### src/rtl/vec_stream_tx_64_16.sv
// Vector stream transmitter: an X-entry sample memory streamed out over a
// valid/ready port. A registered read stage feeds a registered output stage.
module vec_stream_tx_64_16 #(
  parameter int X     = 64,
  parameter int WIDTH = 16
) (
  input  logic                    clk,
  input  logic                    reset,
  input  logic                    wr_en,
  input  logic [$clog2(X)-1:0]    wr_addr,
  input  logic [WIDTH-1:0]        wr_data,
  input  logic                    start,
  output logic                    busy,
  output logic                    done,
  output logic signed [WIDTH-1:0] x_data,
  output logic                    x_valid,
  input  logic                    x_ready
);

  localparam int AW = $clog2(X);
  localparam int CW = AW + 1;

  typedef enum logic [1:0] {
    IDLE     = 2'd0,
    PREFETCH = 2'd1,
    STREAM   = 2'd2,
    FINISH   = 2'd3
  } state_t;

  logic [WIDTH-1:0] mem [X];
  logic [WIDTH-1:0] mem_rdata_q;

  state_t           state_q, state_d;
  logic [CW-1:0]    rd_addr_q, rd_addr_d;
  logic [CW-1:0]    beat_q, beat_d;
  logic             rd_vld_q, rd_vld_d;
  logic [WIDTH-1:0] x_data_q, x_data_d;
  logic             x_valid_q, x_valid_d;
  logic             busy_q, busy_d;
  logic             done_q, done_d;
  logic             pend_v_q, pend_v_d;
  logic [AW-1:0]    pend_addr_q, pend_addr_d;
  logic [WIDTH-1:0] pend_data_q, pend_data_d;

  logic             hs_s;
  logic             move_s;
  logic             rd_en_s;
  logic             defer_s;
  logic             commit_s;
  logic             mem_we_s;
  logic [AW-1:0]    mem_waddr_s;
  logic [WIDTH-1:0] mem_wdata_s;

  assign busy    = busy_q;
  assign done    = done_q;
  assign x_data  = $signed(x_data_q);
  assign x_valid = x_valid_q;

  // Handshake, stage-advance, read-issue and memory write-port control.
  always_comb begin
    hs_s     = x_valid_q & x_ready;
    move_s   = rd_vld_q & (~x_valid_q | x_ready);
    rd_en_s  = 1'b0;
    if (((state_q == PREFETCH) || (state_q == STREAM)) &&
        (rd_addr_q < CW'(X)) && (~rd_vld_q | move_s)) begin
      rd_en_s = 1'b1;
    end else begin
      rd_en_s = 1'b0;
    end
    // A write coinciding with start is held back until its address has been read.
    defer_s  = (state_q == IDLE) & start & wr_en;
    commit_s = pend_v_q & (rd_addr_q > {1'b0, pend_addr_q});
    if (commit_s) begin
      mem_we_s    = 1'b1;
      mem_waddr_s = pend_addr_q;
      mem_wdata_s = pend_data_q;
    end else begin
      mem_we_s    = wr_en & ~busy_q & ~defer_s;
      mem_waddr_s = wr_addr;
      mem_wdata_s = wr_data;
    end
  end

  // Sample memory: synchronous write, registered read; contents are never reset.
  always_ff @(posedge clk) begin
    if (mem_we_s) begin
      mem[mem_waddr_s] <= mem_wdata_s;
    end
    if (rd_en_s) begin
      mem_rdata_q <= mem[rd_addr_q[AW-1:0]];
    end
  end

  // FSM next state plus pipeline, counter and pending-write updates.
  always_comb begin
    state_d     = state_q;
    rd_addr_d   = rd_addr_q;
    beat_d      = beat_q;
    rd_vld_d    = rd_vld_q;
    x_data_d    = x_data_q;
    x_valid_d   = x_valid_q;
    pend_v_d    = pend_v_q;
    pend_addr_d = pend_addr_q;
    pend_data_d = pend_data_q;

    case (state_q)
      IDLE: begin
        if (start) begin
          state_d   = PREFETCH;
          rd_addr_d = {CW{1'b0}};
          beat_d    = {CW{1'b0}};
        end else begin
          state_d = IDLE;
        end
      end
      PREFETCH: state_d = STREAM;
      STREAM: begin
        if (hs_s && (beat_q == CW'(X - 1))) begin
          state_d = FINISH;
        end else begin
          state_d = STREAM;
        end
      end
      FINISH:  state_d = IDLE;
      default: state_d = IDLE;
    endcase

    if (rd_en_s) begin
      rd_addr_d = rd_addr_q + CW'(1);
    end else begin
      rd_addr_d = rd_addr_d;
    end
    if (hs_s) begin
      beat_d = beat_q + CW'(1);
    end else begin
      beat_d = beat_d;
    end

    if (rd_en_s) begin
      rd_vld_d = 1'b1;
    end else if (move_s) begin
      rd_vld_d = 1'b0;
    end else begin
      rd_vld_d = rd_vld_q;
    end

    if (move_s) begin
      x_valid_d = 1'b1;
      x_data_d  = mem_rdata_q;
    end else if (hs_s) begin
      x_valid_d = 1'b0;
    end else begin
      x_valid_d = x_valid_q;
    end

    if (defer_s) begin
      pend_v_d    = 1'b1;
      pend_addr_d = wr_addr;
      pend_data_d = wr_data;
    end else if (commit_s) begin
      pend_v_d = 1'b0;
    end else begin
      pend_v_d = pend_v_q;
    end

    busy_d = (state_d != IDLE);
    done_d = (state_d == FINISH);
  end

  // State and datapath registers with asynchronous reset.
  always_ff @(posedge clk or posedge reset) begin
    if (reset) begin
      state_q     <= IDLE;
      rd_addr_q   <= {CW{1'b0}};
      beat_q      <= {CW{1'b0}};
      rd_vld_q    <= 1'b0;
      x_data_q    <= {WIDTH{1'b0}};
      x_valid_q   <= 1'b0;
      busy_q      <= 1'b0;
      done_q      <= 1'b0;
      pend_v_q    <= 1'b0;
      pend_addr_q <= {AW{1'b0}};
      pend_data_q <= {WIDTH{1'b0}};
    end else begin
      state_q     <= state_d;
      rd_addr_q   <= rd_addr_d;
      beat_q      <= beat_d;
      rd_vld_q    <= rd_vld_d;
      x_data_q    <= x_data_d;
      x_valid_q   <= x_valid_d;
      busy_q      <= busy_d;
      done_q      <= done_d;
      pend_v_q    <= pend_v_d;
      pend_addr_q <= pend_addr_d;
      pend_data_q <= pend_data_d;
    end
  end

endmodule

### config.mk
export PLATFORM = sky130hd
export DESIGN_NAME = vec_stream_tx_64_16
export DESIGN_NICKNAME = d
export VERILOG_FILES = /design/src/rtl/vec_stream_tx_64_16.sv
export SDC_FILE = /design/constraint.sdc
export NUM_CORES = 1
export LEC_CHECK = 0
export CAP_MARGIN = 10
export CORE_ASPECT_RATIO = 0.9
export CORE_MARGIN = 2
export CORE_UTILIZATION = 55
export DETAILED_ROUTE_END_ITERATION = 8
export PLACE_DENSITY = 0.71
export SYNTH_ARGS = -nofsm -noshare
export SYNTH_HDL_FRONTEND = slang
export SYNTH_SLANG_ARGS = --single-unit
### constraint.sdc
create_clock -name clk -period 11.72 [get_ports clk]
set_input_delay 1.172 -clock clk [delete_from_list [all_inputs] [get_ports clk]]
set_output_delay 1.172 -clock clk [all_outputs]
set_load 0.05 [all_outputs]
Yosys cells after proc, flatten, opt, wreduce, memory -nomap -nowiden

Memory sizes are Yosys's and may differ from the RTL's. A register that Yosys moved wholly into a read port is not among the register bits.
Cells that the tools add are included.

Bits in registers: 59
Memory bits (writable): 1024
Input port bits: 27
Output and inout port bits: 19
Word-level logic and storage cells: 68
Memories kept: 1

Add/subtract/negate cells: 2
$lt $le $gt $ge: 2
Equality and inequality tests: 5
Muxes and demuxes: 19
Bitwise logic cells: 13
Reductions and logical operators: 15

Memories:

| name | depth | bits a word | rd ports | clocked after Yosys merged registers in | write ports | RTL line | text |
|---|---|---|---|---|---|---|---|
| mem  | 64    | 16          | 1        | 1                                       | 1           | 30       | `logic [WIDTH-1:0] mem [X];` |

Operators with widths:

| cell                                                            | count |
|---|---|
| 7-bit two-way mux                                               | 4 |
| 16-bit two-way mux                                              | 1 |
| 2-bit nonzero test                                              | 8 |
| 7-bit by 1-bit adder with 7-bit output, second input constant   | 2 |
| 1-bit two-way mux                                               | 12 |
| 2-bit one-hot mux with 4 select lines                           | 1 |
| 1-bit AND                                                       | 7 |
| 7-bit by 6-bit == test with 1-bit output, second input constant | 1 |
| 7-bit by 6-bit > comparator with 1-bit output                   | 1 |
| 7-bit less-than comparator, second input constant               | 1 |
| 2-bit == test, second input constant                            | 3 |
| 6-bit two-way mux                                               | 1 |
| 1-bit NOT                                                       | 4 |
| 2-bit AND reduction                                             | 2 |
| 1-bit logical AND                                               | 3 |
| 2-bit by 1-bit == test with 1-bit output, second input constant | 1 |
| 2-bit logical NOT                                               | 1 |
| 1-bit OR                                                        | 2 |
| 1-bit logical OR                                                | 1 |

Depth between registers and ports, before layout

Depth in word-level cells: 8
Gate-level depth with buffers: 15
Mapped depth without buffers: 8

Worst setup path before layout

Ideal clock, no wire load.

Path type: register to register
From: register rd_addr_q[0]
To: memory mem[42][0], enable pin
Setup time: 0.394 ns
Arrival: 3.386 ns
Required time: 11.326 ns
Path slack: 7.939 ns
Cell stages (with the launch flop): 15
Buffers on the path: 6
Clock period less this slack: 3.781 ns
Cell sequence: dfrtp_1 buf_6 buf_12 buf_6 buf_6 clkinv_1 buf_4 ha_1 nor2b_1 o21a_1 o21ai_1 a21o_1 buf_2 or3_1 a21oi_1

Longest elaborated chain between the ends: 5
Elaborated cells on any way between the ends: 6
Those cells by class: 1 x order compare; 4 x mux; 1 x bitwise

Ends and longest elaborated chain:

| element                                         | RTL line | text |
|---|---|---|
| start, declared                                 | 34       | `logic [CW-1:0] rd_addr_q, rd_addr_d;` |
| start signal, assigned                          | 174      | `rd_addr_q <= {CW{1'b0}};` |
| start signal, assigned                          | 186      | `rd_addr_q <= rd_addr_d;` |
| 7-bit by 6-bit > comparator with 1-bit output * | 72       | `commit_s = pend_v_q & (rd_addr_q > {1'b0, pend_addr_q});` |
| 1-bit AND *                                     | 72       |  |
| 1-bit two-way mux                               | 73       | `if (commit_s) begin` |
| 1-bit two-way mux                               | 86       | `if (mem_we_s) begin` |
| 1-bit two-way mux (not written as such)         | 87       | `mem[mem_waddr_s] <= mem_wdata_s;` |
| end, declared                                   | 30       |  |

Every way passes the cells marked *; elsewhere a longest branch is shown, timed or not.

Final worst setup path

From: register rd_addr_q[1]
To: register mem_rdata_q[3], read port of mem, data pin

Longest elaborated chain between the ends: 4

Ends and longest elaborated chain:

| element                    | RTL line | text |
|---|---|---|
| 7-bit less-than comparator | 65       | `(rd_addr_q < CW'(X)) && (~rd_vld_q \| move_s)) begin` |
| 1-bit logical AND          | 64       | `if (((state_q == PREFETCH) \|\| (state_q == STREAM)) &&` |
| 1-bit logical AND          | 65       |  |
| 1-bit two-way mux          | 64       |  |
| end, declared              | 31       | `logic [WIDTH-1:0] mem_rdata_q;` |

Several ways; a longest one is shown, not always the timed one.
A chain may end at the register's enable or synchronous reset.

==> impl_metrics.csv <==
group,metric,value,unit
placement,dp_hpwl,59000,microns
detailed_routing,postRouteWirelength,101000,microns
clock_tree,cts_hold_buf,0,
clock_tree,cts_resized,0,
yosys,ys.flop_type,"edfxtp_1",
grt,grt_max_degree,108,
placement,place.gp.congestion,0.890,
yosys,yosys.area.top_type,"edfxtp_1",
die,io-pin-count,46,
grt,grt_usage,0.257,
placement,place_inst,3108,
sta,slew_viol_final,0,
die,start_util,0.554,
yosys,yosys-top-cells-area,"edfxtp_1, mux4_2, dfrtp_1, mux2_2, nor2_1",
detailed_routing,drtAntennaViolNets,0,
finish,multi_input_area,9610,sq um
yosys,ys_seq_area_frac,0.761,
sta,max_freq,0.201,GHz
finish,final_cells,3307,
clock_tree,tritoncts,"done",
detailed_routing,wl_per_cell,30.7,microns
sta,rsz0062_at_grt,"false",
sta,hold_viol_final,0,
grt,grt_pass1_wl,148000,microns
finish,fillers,5236,
critical_path,worstSetupStartpointType,"flip-flop",
clock_tree,cts_max_path_buffers,3,
die,die-height,269,microns
die,die-area,80400,sq um
critical_path,cp.required,12210,ps
critical_path,cp.arrival,5450,ps
sta,tightest_slew,1350,ps
clock_tree,cts_setup_buffers,0,
power_and_ir_drop,powerDensity,229,nW/um^2
grt,grt_pass1_vias,21300,
clock_tree,numCtsBuffers,104,
sta,min_period,4970,ps
yosys,synth_area_per_cell,21.1,sq um
die,die_w,299,microns
clock_tree,cts_root_buf,"clkbuf_16",
die,coreArea,77600,sq um
detailed_routing,drtPass1Iterations,6,
status,status,"complete, no violations",
clock_tree,cts_max_level,3,
yosys,synth_edf_count,1040,
worst_hold_path,hp-class,"reg2reg",
placement,io_buffers,45,
finish,utilization,0.623,
yosys,synth_cells,2039,
yosys,synth_cell_types,51,
die,rows,97,
grt,antenna_found_initial,4,
yosys,async_flop_share,0.0537,
yosys,syn_area,43000,sq um
critical_path,path_class,"reg2reg",
critical_path,crit_fanout,62,
finish,seqCellArea,32700,sq um
clock_tree,cts.clk_slew.worst_paths,70,ps
yosys,synth_nets,2076,
sta,tns,0,ps
detailed_routing,route.detailed.drc,0,
sta,fin_skew,17.2,ps
power_and_ir_drop,vdd_ir_drop_max,0.000213,V
critical_path,cp-end-kind,"flip-flop",
finish,drive_above_1_share,0.264,
finish,nets,2214,
yosys,synth-seq-cells,1099,
yosys,yosys.area.top_type_share,0.727,
sta,finalSetupViolations,0,
critical_path,rrSetupSlack,6750,ps
sta,slew-limit-headroom,0.0719,
finish,synthToLayoutAreaGrowth,12.4,%
sta,min_period_over_period,0.424,
power_and_ir_drop,p_leak,15.3,nW
detailed_routing,drt_iter0_markers,2515,
grt,grt.overflow.total,0,
yosys,yosysWarnings,0,
flow_run,drv_cap,0,
clock_tree,cts_sinks,1099,
clock_tree,clk_latency,660,ps
detailed_routing,num_vias,21100,
detailed_routing,via_per_inst,6.37,
state kept, by name, indices dropped and copies added, names as in the netlist, 2 cells and up:
signal	cells
mem	1024
mem_rdata_q	16
pend_data_q	16
x_data	16
beat_q	7
rd_addr_q	7
pend_addr_q	6
state_q	2
cell usage after synthesis (2+ instances only):
master and count:
a2111oi_0 7, a211oi_1 4, a21o_1 2, a21oi_1 25
a22oi_1 5, a31oi_1 6, a32o_1 2, and2_1 5
and3_1 5, buf_1 8, buf_12 2, buf_2 32
buf_4 22, buf_6 7, clkbuf_1 36, dfrtp_1 59
edfxtp_1 1040, ha_1 10, inv_1 12, mux2_2 72
mux2i_1 40, mux4_2 263, nand2_1 61, nand2b_1 16
nand3_1 7, nand3b_1 2, nand4_1 3, nor2_1 119
nor2b_1 11, nor3_1 24, nor4_1 2, o2111ai_1 5
o211a_1 5, o21ai_0 30, o21ai_1 10, o221ai_1 23
o22a_1 6, o22ai_1 29, o31ai_1 10
worst paths after layout:
kind                                           from                           to  cells past startpoint
hold / removal                beat_q[6]$_DFFE_PP0P_        beat_q[6]$_DFFE_PP0P_                      1
min in group asynchronous                     reset  pend_data_q[15]$_DFFE_PP0P_                      3
setup reg to reg           rd_addr_q[1]$_DFFE_PP0P_     mem_rdata_q[3]$_DFFE_PP_                      8
max in group asynchronous                     reset     rd_addr_q[2]$_DFFE_PP0P_                      3
hold reg to reg               beat_q[6]$_DFFE_PP0P_        beat_q[6]$_DFFE_PP0P_                      1
setup / recovery           rd_addr_q[1]$_DFFE_PP0P_     mem_rdata_q[3]$_DFFE_PP_                      8
report_power, final:
part / internal [mW] / switching (mW)
clock network: 1.94 / 1.41
registers: 4.75 / 0.216
logic: 1.11 / 1.64
cells by family (layout without fill, tap and decap cells):
family	Yosys count	in the layout	share of synthesized area
other	0	2	0
muxes	375	375	0.166
AOI/OAI and AO/OA	173	173	0.0271
adders and majority gates	10	10	0.00291
and+or+nand+nor	261	261	0.0270
xor gates and xnor gates	1	1	0.000204
buffers and inverters	120	347	0.0153
DFF	1099	1099	0.761
worst max-delay path: stages (launching register included):
cell	delay, ps
dfrtp_4	980
buf_4	830
buf_4	870
mux4_2	360
nor2b_1	140
a211oi_1	90
a2111oi_0	900
o21ai_0	320
o31ai_1	140
through the flow:
stage | power [mW] | area (sq um) | setup slack (ps) | hold slack [ps]
after floorplan | 6.87 | 43000 | 7940 | 440
after CTS | 11.1 | 48300 | 6760 | 471
final | 11.1 | 48300 | 6750 | 469
after global routing | 11.4 | 48300 | 6440 | 502
after global placement | 7.73 | 44800 | 6860 | 462
after detailed placement | 7.79 | 44800 | 6820 | 462
layer usage:
metal | vias to the layer above | track usage | share of wire
li1 | 8750 | - | -
met1 | 11100 | 0.359 | 0.39
met2 | 1027 | 0.402 | 0.48
met5 | - | 0 | 0
met3 | 176 | 0.0643 | 0.094
met4 | 0 | 0.0873 | 0.033
final cells by class:
| type | instances | share of cell area |
|---|---|---|
| diodes | 2 | 0.000104 |
| clock buffers | 133 | 0.0583 |
| clock inverters | 62 | 0.0125 |
| inverters | 13 | 0.00101 |
| multi-input cells | 820 | 0.199 |
| flip-flops and latches | 1099 | 0.678 |
| well taps | 1039 | 0.0269 |
| repair buffers | 139 | 0.0247 |
layout by cell type, fill, tap and decap left out, drive strengths merged, types with 3 or more instances in the layout:
master         count
edfxtp          1040
o211a              5
mux2              72
clkinv            43
o22a               6
nand3              7
o2111ai            5
o21ai             40
a31oi              6
o31ai             10
and2               5
and3               5
buf               94
ha                10
o221ai            23
mux2i             40
a22oi              5
nor2             119
clkdlybuf4s50     45
nand2b            16
dfrtp             59
bufinv            11
a211oi             4
a2111oi            7
nand2             61
o22ai             29
inv               16
clkinvlp           5
a21oi             25
nand4              3
clkbuf           133
nor2b             11
mux4             263
nor3              24
Power figures use the tool's default switching activity.
